[src/rtl/prog_sequencer.sv]
// Run controller for the core's program counter: loads the base address of the
// current program slot, enables the core until halt or watchdog, then advances the slot.
module prog_sequencer #(
  parameter int             L          = 10,
  parameter int             NPROG      = 3,
  parameter logic [L-1:0]   BASE0      = '0,
  parameter logic [L-1:0]   BASE1      = '0,
  parameter logic [L-1:0]   BASE2      = '0,
  parameter logic [L-1:0]   BASE3      = '0,
  parameter int             CW         = 16,
  parameter int             MAX_CYCLES = 1000
) (
  input  logic          Clk,
  input  logic          Reset,
  input  logic          Start,
  input  logic          Halt,
  output logic          PCLoad,
  output logic [L-1:0]  PCLoadAddr,
  output logic          CoreEn,
  output logic          Busy,
  output logic          Done,
  output logic          Timeout,
  output logic [1:0]    ProgIdx,
  output logic [CW-1:0] CycleCount
);

  typedef enum logic [1:0] {
    S_IDLE   = 2'd0,
    S_LOAD   = 2'd1,
    S_RUN    = 2'd2,
    S_FINISH = 2'd3
  } state_e;

  localparam logic [1:0]    LAST_IDX = 2'(NPROG - 1);
  // Count value seen during the MAX_CYCLES-th RUN cycle; the increment lands it on MAX_CYCLES.
  localparam logic [CW-1:0] WD_LAST  = CW'(MAX_CYCLES - 1);

  state_e        state_q, state_d;
  logic [1:0]    prog_idx_q, prog_idx_d;
  logic [CW-1:0] cycle_count_q, cycle_count_d;
  logic          timeout_q, timeout_d;

  always_comb begin
    // NOTE: every variable gets a hold default before the case, so no path leaves it unassigned and no latch is inferred.
    state_d       = state_q;
    prog_idx_d    = prog_idx_q;
    cycle_count_d = cycle_count_q;
    timeout_d     = timeout_q;

    case (state_q)
      S_IDLE: begin
        if (Start) begin
          state_d       = S_LOAD;
          cycle_count_d = '0;
          timeout_d     = 1'b0;
        end
      end
      S_LOAD: begin
        state_d = S_RUN;
      end
      S_RUN: begin
        cycle_count_d = cycle_count_q + 1'b1;
        // Halt outranks the watchdog when both land on the same cycle.
        if (Halt) begin
          state_d = S_FINISH;
        end else if (cycle_count_q == WD_LAST) begin
          state_d   = S_FINISH;
          timeout_d = 1'b1;
        end
      end
      S_FINISH: begin
        state_d    = S_IDLE;
        prog_idx_d = (prog_idx_q == LAST_IDX) ? 2'd0 : prog_idx_q + 2'd1;
      end
      default: begin
        state_d = S_IDLE;
      end
    endcase
  end

  // NOTE: Reset is synchronous here, so it sits inside the clocked branch and the sensitivity list holds only Clk.
  always_ff @(posedge Clk) begin
    if (Reset) begin
      state_q       <= S_IDLE;
      prog_idx_q    <= 2'd0;
      cycle_count_q <= '0;
      timeout_q     <= 1'b0;
    end else begin
      state_q       <= state_d;
      prog_idx_q    <= prog_idx_d;
      cycle_count_q <= cycle_count_d;
      timeout_q     <= timeout_d;
    end
  end

  always_comb begin
    case (prog_idx_q)
      2'd0:    PCLoadAddr = BASE0;
      2'd1:    PCLoadAddr = BASE1;
      2'd2:    PCLoadAddr = BASE2;
      default: PCLoadAddr = BASE3;
    endcase
  end

  // Every output is a decode of registered state: no input reaches an output combinationally.
  assign PCLoad     = (state_q == S_LOAD);
  assign CoreEn     = (state_q == S_RUN);
  assign Done       = (state_q == S_FINISH);
  assign Busy       = (state_q != S_IDLE);
  assign Timeout    = timeout_q;
  assign ProgIdx    = prog_idx_q;
  assign CycleCount = cycle_count_q;

endmodule
[config.mk]
export PLATFORM = sky130hd
export DESIGN_NAME = prog_sequencer
export DESIGN_NICKNAME = d
export VERILOG_FILES = /design/src/rtl/prog_sequencer.sv
export SDC_FILE = /design/constraint.sdc
export NUM_CORES = 1
export LEC_CHECK = 0
export BUFFER_PORTS_ARGS = -buffer_cell sky130_fd_sc_hd__buf_2
export CORE_AREA = 2 2 52 54
export CTS_BUF_LIST = sky130_fd_sc_hd__clkbuf_4 sky130_fd_sc_hd__clkbuf_8 sky130_fd_sc_hd__clkbuf_16
export DETAILED_ROUTE_END_ITERATION = 12
export DIE_AREA = 0 0 54 56
export PLACE_DENSITY = 0.74
export SLEW_MARGIN = 20
export SYNTH_ARGS = -nofsm -noshare
export SYNTH_HDL_FRONTEND = slang
export SYNTH_SLANG_ARGS = --single-unit
[constraint.sdc]
create_clock -name Clk -period 3 [get_ports Clk]
set_input_delay 0.3 -clock Clk [delete_from_list [all_inputs] [get_ports Clk]]
set_output_delay 0.3 -clock Clk [all_outputs]
set_load 0.005 [all_outputs]
==> flow_metrics.env, run 1 <==
export IMPL_vias=1019
export IMPL_pwr_density_cell_mw_per_mm2=549
export IMPL_slowest_delay_ps=680
export IMPL_cts_root_buf="clkbuf_4"
export IMPL_vdd_drop_max_uv=415
export IMPL_first_iter_violations=14
export IMPL_clock_sinks=21
export IMPL_endpoint_kind="register"
export IMPL_synth_distinct_cells=34
export IMPL_tns_ps=0
export IMPL_period_needed_ps=2440
export IMPL_ys_seq_area_share_pct=37.0
export IMPL_hp_class="input port to register"
export IMPL_status="complete, no violations"
export IMPL_drv_slew=0
export IMPL_fin_skew_ps=5.82
export IMPL_detail_route_first_pass_iterations=4
export IMPL_wl_per_cell_um=12.0
export IMPL_row_count=18
export IMPL_path_max_fanout=8
export IMPL_filler_cell_count=258
export IMPL_yosys_area_share_simple_pct=26.7
export IMPL_dpl_hpwl_um=1750
export IMPL_required_ps=3240
export IMPL_fin_crit_sh_pct=81.5
export IMPL_gr_total_overflow=0
export IMPL_syn_area_per_cell_um2=8.34
export IMPL_cts_buffers=3
export IMPL_synth_top_family_by_area="simple AND/OR/NAND/NOR gates"
export IMPL_route_detailed_drc=0
export IMPL_cts_repair_resized=0
export IMPL_clk_pin_slew_ps=120
export IMPL_worstSkewPairLatency_ps=310
export IMPL_drive_gt1_share_pct=20.7
export IMPL_maxSlewHeadroom_pct=55.8
export IMPL_ys_async_sr_fraction_pct=0
export IMPL_ff2ff_path_depth=6
export IMPL_muxShareOfSynthArea_pct=2.87
export IMPL_ant_nets=0
export IMPL_synth_common_cells="21 x dfxtp_1, 21 x nor2_1, 10 x buf_4"
export IMPL_synth_warnings=0
export IMPL_startpoint_type="register"
export IMPL_routed_wl_um=2320
export IMPL_grt_use_total_pct=17.1
export IMPL_io_pins=37
export IMPL_synth_area_mm2=0.00113
export IMPL_synth_compound_area_share_pct=9.70
export IMPL_via_per_inst=5.25
export IMPL_post_synth_inst_count=136
export IMPL_core_area_mm2=0.00243
export IMPL_port_buffer_count=26
export IMPL_grt_pass1_wl_um=3950
export IMPL_yosysTopAreaCell="dfxtp_1"
export IMPL_critPathSlowestCell="or4_1"
export IMPL_grt_max_degree=13
export IMPL_cts_hold_buffers=0
export IMPL_htree_levels=1
export IMPL_cts_tree="yes"
export IMPL_p_leak_nw=0.553
export IMPL_nets=175
export IMPL_yosys_register_bits=21
export IMPL_crit_chain="inv_1 -> ha_1 -> mux2i_1 -> or4_1 -> or4_1 -> a21oi_1"
export IMPL_synth_fa_ha_area_share_pct=6.62
export IMPL_post_cts_buffers=0
export IMPL_yosysTopAreaCellShare_pct=37.0
export IMPL_num_antenna_cells=0
export IMPL_critical_path_class="register to register"
export IMPL_fmax_ghz=0.409
export IMPL_utilization_pct=53.1
export IMPL_fp_dieW_um=54
export IMPL_start_util_pct=46.7
export IMPL_min_path_cells=2
export IMPL_synth_edf_count=0
export IMPL_area_growth_pct=13.9
export IMPL_synth_xor_area_share_pct=6.17
export IMPL_ys_flop_type="dfxtp_1"
export IMPL_cts_buffer_depth=2
export IMPL_cap_violations=0
export IMPL_worst_pin_slew_ps=662
export IMPL_gp_congestion=0.798
export IMPL_hold_viol=0
export IMPL_grt_pass1_vias=955
export IMPL_dieArea_mm2=0.00302
export IMPL_rsz0062_at_grt="no"
export IMPL_cpMostUsedCell="or4_1"
export IMPL_fp_dieH_um=56
export IMPL_grt_antenna_before_repair=0
export IMPL_cp_arrival_ps=2680
export IMPL_setup_violations=0
export IMPL_synth_top_cells_by_area="dfxtp_1 37%, nor2_1 6.9%, buf_4 6.6%, ha_1 6.6%, xnor2_1 6.2%"
layout by cell type, fill, tap and decap left out, types with 6 or more instances in the layout:
cell / count
buf_2: 26
dfxtp_1: 21
nor2_1: 21
conb_1: 10
inv_1: 9
xnor2_1: 8
nand2_1: 7
a21oi_1: 7
nor3_1: 6
ha_1: 6
logic make-up (layout without fill, tap and decap cells):
group / count (synthesis) / count (layout)
adders and majority gates: 6 / 6
AOI/OAI and AO/OA: 17 / 17
muxes: 3 / 3
buffers and inverters: 22 / 41
other: 1 / 10
and+or+nand+nor: 58 / 58
xor gates and xnor gates: 8 / 8
DFF: 21 / 21
power by group:
group | internal [mW] | switching (mW)
sequential | 0.298 | 0.0194
combinational | 0.0994 | 0.157
clock | 0.0498 | 0.0866
total | 0.448 | 0.262
through the flow:
stage	hold WS [ps]	worst slack (ps)	power [mW]	instance area (um2)	cells
2_1_floorplan	369	839	0.501	1170	145
3_3_place_gp	454	751	0.566	1260	190
3_5_place_dp	469	575	0.581	1260	190
4_1_cts	228	537	0.721	1290	194
5_1_grt	240	412	0.775	1290	194
6_report	249	556	0.710	1290	194
critical path, delay by kind of cell, from the launching register on:
family,cells,cell delay (ps)
adder cells (fa/ha/maj),1,320
buffers and inverters,1,120
flip-flops,1,350
AO/OA/AOI/OAI,1,140
AND/OR/NAND/NOR,2,1190
multiplexers,1,260
per-layer routing:
metal | vias up | GRT usage (%) | share of wire [%]
met3 | 2 | 5.38 | 6.6
met2 | 33 | 28.9 | 49
li1 | 503 | - | -
met1 | 481 | 18.9 | 43
met4 | 0 | 7.50 | 0.91
met5 | - | 0 | 0
registers in the layout, summed over array words and instances, names as in the netlist:
signal / count
Timeout: 1
CycleCount: 16
ProgIdx: 2
state_q: 2
path summary, 6_finish.rpt:
kind	startpoint	to	slack (ps)
worst max-delay path	state_q[0]	CycleCount[14]	560
worst min register to register	Timeout	Timeout	480
worst max register to register	state_q[0]	CycleCount[14]	560
worst min-delay path	Reset	CycleCount[0]	250
layout make-up:
cell class / count / area [um2] / share of cell area, %
Clock inverter: 1 / 5.00 / 0.387
Multi-Input combinational cell: 102 / 628 / 48.6
Clock buffer: 3 / 22.5 / 1.74
Inverter: 9 / 33.8 / 2.61
Timing Repair Buffer: 28 / 145 / 11.2
Tap cell: 30 / 37.5 / 2.90
Sequential cell: 21 / 420 / 32.5
Power figures use the tool's default switching activity.
==> run 2: changes to the inputs <==
==> constraint.sdc (replaced) <==
create_clock -name Clk -period 2.43 [get_ports Clk]
set_input_delay 0.243 -clock Clk [delete_from_list [all_inputs] [get_ports Clk]]
set_output_delay 0.243 -clock Clk [all_outputs]
set_load 0.005 [all_outputs]
==> run 2 against run 1 <==
  * First-iteration DRC count up 7.1%
  * Critical path depth unchanged
  * Sequential cell count stayed put
  * Non-clock buffer count rose by 1
  * Highest routed layer unchanged
  * Die area stayed put
  * Critical endpoint unchanged
  * Clock power rose by 32%
  * Combinational power rose by 29%
  * Fmax grew 7.5%
  * Via count down 1.7%
  * Cell count increased by 0.52%
==> flow_metrics.env, run 2 (synthesized netlist as in run 1, its figures left out) <==
export IMPL_route_detailed_drc=0
export IMPL_pwr_density_cell_mw_per_mm2=687
export IMPL_tns_ps=0
export IMPL_drv_slew=0
export IMPL_required_ps=2680
export IMPL_routed_wl_um=2350
export IMPL_wl_met3_um=162
export IMPL_clock_sinks=21
export IMPL_cts_root_buf="clkbuf_4"
export IMPL_gp_congestion=0.792
export IMPL_grt_pass1_wl_um=3970
export IMPL_fp_dieW_um=54
export IMPL_largest_reg_flops=16
export IMPL_nets=176
export IMPL_post_cts_buffers=0
export IMPL_cts_buffer_depth=2
export IMPL_detail_route_first_pass_iterations=4
export IMPL_utilization_pct=53.9
export IMPL_p_leak_nw=0.563
export IMPL_fin_skew_ps=1.72
export IMPL_crit_chain="inv_1 -> ha_1 -> mux2i_1 -> or4_4 -> or4_1 -> a21oi_1"
export IMPL_hold_viol=0
export IMPL_status="complete, no violations"
export IMPL_first_iter_violations=15
export IMPL_critPathSlowestCell="or4_4"
export IMPL_grt_antenna_before_repair=0
export IMPL_start_util_pct=46.7
export IMPL_routed_top_layer="met4"
export IMPL_final_common_cell="buf_2"
export IMPL_setup_violations=0
export IMPL_filler_cell_count=253
export IMPL_period_needed_ps=2270
export IMPL_maxSlewHeadroom_pct=62.1
export IMPL_critical_path_class="register to register"
export IMPL_hp_class="input port to register"
export IMPL_area_growth_pct=15.4
export IMPL_fin_crit_sh_pct=93.6
export IMPL_clk_pin_slew_ps=110
export IMPL_startpoint_type="register"
export IMPL_core_area_mm2=0.00243
export IMPL_final_cell_mix="26 x buf_2, 21 x dfxtp_1, 21 x nor2_1, 10 x conb_1, 9 x inv_1"
export IMPL_htree_levels=1
export IMPL_slowest_delay_ps=630
export IMPL_dpl_hpwl_um=1810
export IMPL_wl_met2_um=1170
export IMPL_wl_per_cell_um=12.0
export IMPL_fmax_ghz=0.440
export IMPL_cap_violations=0
export IMPL_via_per_inst=5.14
export IMPL_dieArea_mm2=0.00302
export IMPL_cp_arrival_ps=2520
export IMPL_grt_pass1_vias=907
export IMPL_cts_tree="yes"
export IMPL_io_pins=37
export IMPL_cts_buffers=3
export IMPL_worstSkewPairLatency_ps=310
export IMPL_endpoint_kind="register"
export IMPL_gr_total_overflow=0
export IMPL_cts_hold_buffers=0
export IMPL_row_count=18
export IMPL_vias=1002
export IMPL_grt_use_total_pct=17.4
export IMPL_fp_dieH_um=56
export IMPL_grt_max_degree=19
export IMPL_met1Wirelength_um=973
export IMPL_cts_repair_resized=0
export IMPL_ant_nets=0
export IMPL_worst_pin_slew_ps=553
export IMPL_port_buffer_count=26
export IMPL_vdd_drop_max_uv=528
export IMPL_path_max_fanout=7
export IMPL_rsz0062_at_grt="no"
export IMPL_num_antenna_cells=0
export IMPL_drive_gt1_share_pct=22.4
## run 2: layout make-up
cell class | instances | area, um2 | area share (%)
clock buffers | 4 | 30.0 | 2.29
repair buffers | 29 | 153 | 11.7
flip-flops and latches | 21 | 420 | 32.1
multi-input cells | 102 | 636 | 48.5
well taps | 30 | 37.5 | 2.87
inverters | 9 | 33.8 | 2.58
## run 2: final timing paths
kind,startpoint,cells after the start,end,slack (ps)
worst min-delay path,Reset,2,CycleCount[0],200
worst min register to register,Timeout,2,Timeout,480
worst max register to register,state_q[0],6,CycleCount[14],160
worst max-delay path,state_q[0],6,CycleCount[14],160
## run 2: report_power, final
| group | internal [mW] | switching [mW] | total (mW) |
|---|---|---|---|
| Clock | 0.0753 | 0.105 | 0.180 |
| Combinational | 0.130 | 0.199 | 0.329 |
| Sequential | 0.368 | 0.0223 | 0.391 |
## run 2: worst max-delay path: cells and delay by family, from the launching register on
family	cells	cell delay [ps]
AO/OA/AOI/OAI	1	140
AND/OR/NAND/NOR	2	1110
multiplexers	1	240
adder cells (fa/ha/maj)	1	250
buffers and inverters	1	100
flip-flops	1	380
## run 2: per-stage QoR
step / instance area [um2] / setup slack (ps) / power [mW] / std cells / hold slack, ps
floorplan: 1170 / 269 / 0.618 / 145 / 312
global placement: 1270 / 214 / 0.709 / 191 / 449
detailed placement: 1270 / 136 / 0.728 / 191 / 459
CTS: 1300 / 100 / 0.911 / 195 / 179
global route: 1310 / 6.58 / 0.967 / 195 / 195
finish: 1310 / 156 / 0.900 / 195 / 197
## run 2: metal layers
metal / GRT usage, % / vias to the layer above
met5: 0 / -
met4: 7.50 / 0
met3: 3.49 / 5
met2: 28.9 / 33
met1: 21.1 / 457
li1: - / 507
==> run 3: changes to the inputs <==
--- a/config.mk
+++ b/config.mk
@@ -6,11 +6,13 @@
 export NUM_CORES = 1
 export LEC_CHECK = 0
 export BUFFER_PORTS_ARGS = -buffer_cell sky130_fd_sc_hd__buf_2
-export CORE_AREA = 2 2 52 54
+export CELL_PAD_IN_SITES_DETAIL_PLACEMENT = 1
+export CELL_PAD_IN_SITES_GLOBAL_PLACEMENT = 2
+export CORE_AREA = 2 2 67 69
 export CTS_BUF_LIST = sky130_fd_sc_hd__clkbuf_4 sky130_fd_sc_hd__clkbuf_8 sky130_fd_sc_hd__clkbuf_16
 export DETAILED_ROUTE_END_ITERATION = 12
-export DIE_AREA = 0 0 54 56
-export PLACE_DENSITY = 0.74
+export DIE_AREA = 0 0 69 71
+export PLACE_DENSITY_LB_ADDON = 0.1
 export SLEW_MARGIN = 20
 export SYNTH_ARGS = -nofsm -noshare
 export SYNTH_HDL_FRONTEND = slang
==> constraint.sdc (replaced) <==
create_clock -name Clk -period 2.43 [get_ports Clk]
set_input_delay 0.486 -clock Clk [delete_from_list [all_inputs] [get_ports Clk]]
set_output_delay 0.486 -clock Clk [all_outputs]
set_load 0.005 [all_outputs]
==> run 3 against run 2 <==
  * Count of clock-buffer cells in the layout shrank 1
  * Clock power grew 32%
  * Routed wire length is 21% higher
  * Critical path type unchanged
  * Critical endpoint unchanged
  * Largest cell class unchanged
  * Highest routed layer unchanged
==> flow_metrics.env, run 3 (synthesized netlist as in run 1, its figures left out) <==
export IMPL_fin_cells=219
export IMPL_regArea_um2=420
export IMPL_fmax_ghz=0.450
export IMPL_worstHoldEndpoint="Timeout"
export IMPL_vias=1025
export IMPL_cts_root_buf="clkbuf_8"
export IMPL_fp_dieW_um=69
export IMPL_detail_route_first_pass_iterations=4
export IMPL_final_common_cell="buf_2"
export IMPL_p_seq_share_pct=40.0
export IMPL_r2r_end="CycleCount[14]"
export IMPL_cap_violations=0
export IMPL_period_needed_ps=2220
export IMPL_p_leak_nw=0.577
export IMPL_p_int_mw=0.631
export IMPL_cp_arrival_ps=2420
export IMPL_filler_cell_count=536
export IMPL_dp_cells=215
export IMPL_startpoint_type="register"
export IMPL_multi_input_area_um2=632
export IMPL_drv_slew=0
export IMPL_endpoint_kind="register"
export IMPL_dieArea_mm2=0.00490
export IMPL_dpl_hpwl_um=2250
export IMPL_rsz0062_at_grt="no"
export IMPL_cts_buffers=3
export IMPL_critical_path_class="register to register"
export IMPL_hold_viol=0
export IMPL_route_detailed_drc=0
export IMPL_routed_wl_um=2830
export IMPL_fp_dieH_um=71
export IMPL_grt_pass1_wl_um=4950
export IMPL_via_per_inst=4.68
export IMPL_port_buffer_count=26
export IMPL_hold_path_startpoint="Timeout"
export IMPL_grt_max_degree=13
export IMPL_pwr_density_cell_mw_per_mm2=719
export IMPL_required_ps=2630
export IMPL_post_cts_buffers=0
export IMPL_drive_gt1_share_pct=22.8
export IMPL_min_path_cells=2
export IMPL_sw_frac_of_total_pct=35.7
export IMPL_final_cell_mix="26 x buf_2, 21 x dfxtp_1, 21 x nor2_1, 10 x conb_1, 9 x inv_1"
export IMPL_first_iter_violations=29
export IMPL_row_count=24
export IMPL_pwr_share_comb_pct=35.8
export IMPL_gr_total_overflow=0
export IMPL_switchingPower_mw=0.351
export IMPL_reg2reg_from="state_q[0]"
export IMPL_post_dp_cell_area_mm2=0.00132
export IMPL_ff2ff_path_depth=6
export IMPL_hp_class="register to register"
export IMPL_path_max_fanout=6
export IMPL_grt_antenna_before_repair=0
export IMPL_reg2reg_setup_slack_ps=210
export IMPL_worstSkewPairLatency_ps=270
export IMPL_crit_start="state_q[0]"
export IMPL_fin_crit_sh_pct=91.5
export IMPL_vdd_drop_max_uv=176
export IMPL_gp_congestion=0.699
export IMPL_nets=178
export IMPL_core_area_mm2=0.00420
export IMPL_cts_buffer_depth=2
export IMPL_grt_pass1_vias=1034
export IMPL_htree_levels=1
export IMPL_final_area_mm2=0.00137
export IMPL_grt_use_total_pct=12.5
export IMPL_tns_ps=0
export IMPL_setup_violations=0
export IMPL_wl_per_cell_um=12.9
export IMPL_clkPwrFrac_pct=24.2
export IMPL_clk_pin_slew_ps=80
export IMPL_clock_sinks=21
export IMPL_num_antenna_cells=0
export IMPL_largest_reg_flops=16
export IMPL_fin_skew_ps=4.74
export IMPL_ant_nets=0
export IMPL_cts_tree="yes"
export IMPL_io_pins=37
export IMPL_start_util_pct=27.0
export IMPL_area_growth_pct=20.3
export IMPL_status="complete, no violations"
run 3: cell count changes in the layout (fill, tap and decap cells not counted):
cell      before  now
clkbuf_8       0    3
or4_4          2    1
clkinv_2       0    1
buf_4          3    5
clkbuf_4       4    0
or4_1          2    3
run 3: area by class of cell:
cell class,instances,area share [%]
Clock buffer,3,3.02
Multi-Input combinational cell,102,46.3
Timing Repair Buffer,31,12.3
Inverter,9,2.47
Tap cell,52,4.77
Sequential cell,21,30.8
Clock inverter,1,0.367
run 3: timing repair:
item | 4_1_cts | 5_1_grt
resized for setup | 0 | 1
hold buffers | 0 | 0
setup endpoints to repair | 0 | 1
run 3: worst max-delay path by stage:
stage                      to  slack (ps)
2_1_floorplan  CycleCount[14]         270
3_3_place_gp   CycleCount[14]         260
3_5_place_dp   CycleCount[14]         150
4_1_cts        CycleCount[14]         120
5_1_grt        CycleCount[14]          30
6_report       CycleCount[14]         210
run 3: power groups by stage:
stage	registers, mW	clock network, mW	logic, mW
finish	0.393	0.237	0.352
global route	0.399	0.263	0.409
global placement	0.396	0	0.358
detailed placement	0.403	0	0.360
floorplan	0.396	0	0.223
CTS	0.395	0.251	0.361
run 3: routing by layer:
layer  up-vias  global-route usage [%]  wire [um]
met5         -                       0          0
met4         0                    5.23         48
met3         5                    2.71        124
met2        25                    20.9       1390
met1       488                    15.6       1270
li1        507                       -          -
run 3: through the flow:
step / hold WS [ps] / utilization, % / total power [mW] / worst slack, ps
after global placement: 445 / 31.3 / 0.754 / 257
final: 470 / 32.5 / 0.982 / 207
after floorplan: 460 / - / 0.618 / 269
after detailed placement: 456 / 31.3 / 0.763 / 146
after global routing: 504 / 32.5 / 1.07 / 25.2
after CTS: 477 / 32.4 / 1.01 / 118
run 3: worst max-delay path: stages, from the launching register on:
cell and delay, ps:
dfxtp_1 370, inv_1 100, ha_1 250, mux2i_1 190
or4_4 600, or4_1 490, a21oi_1 150
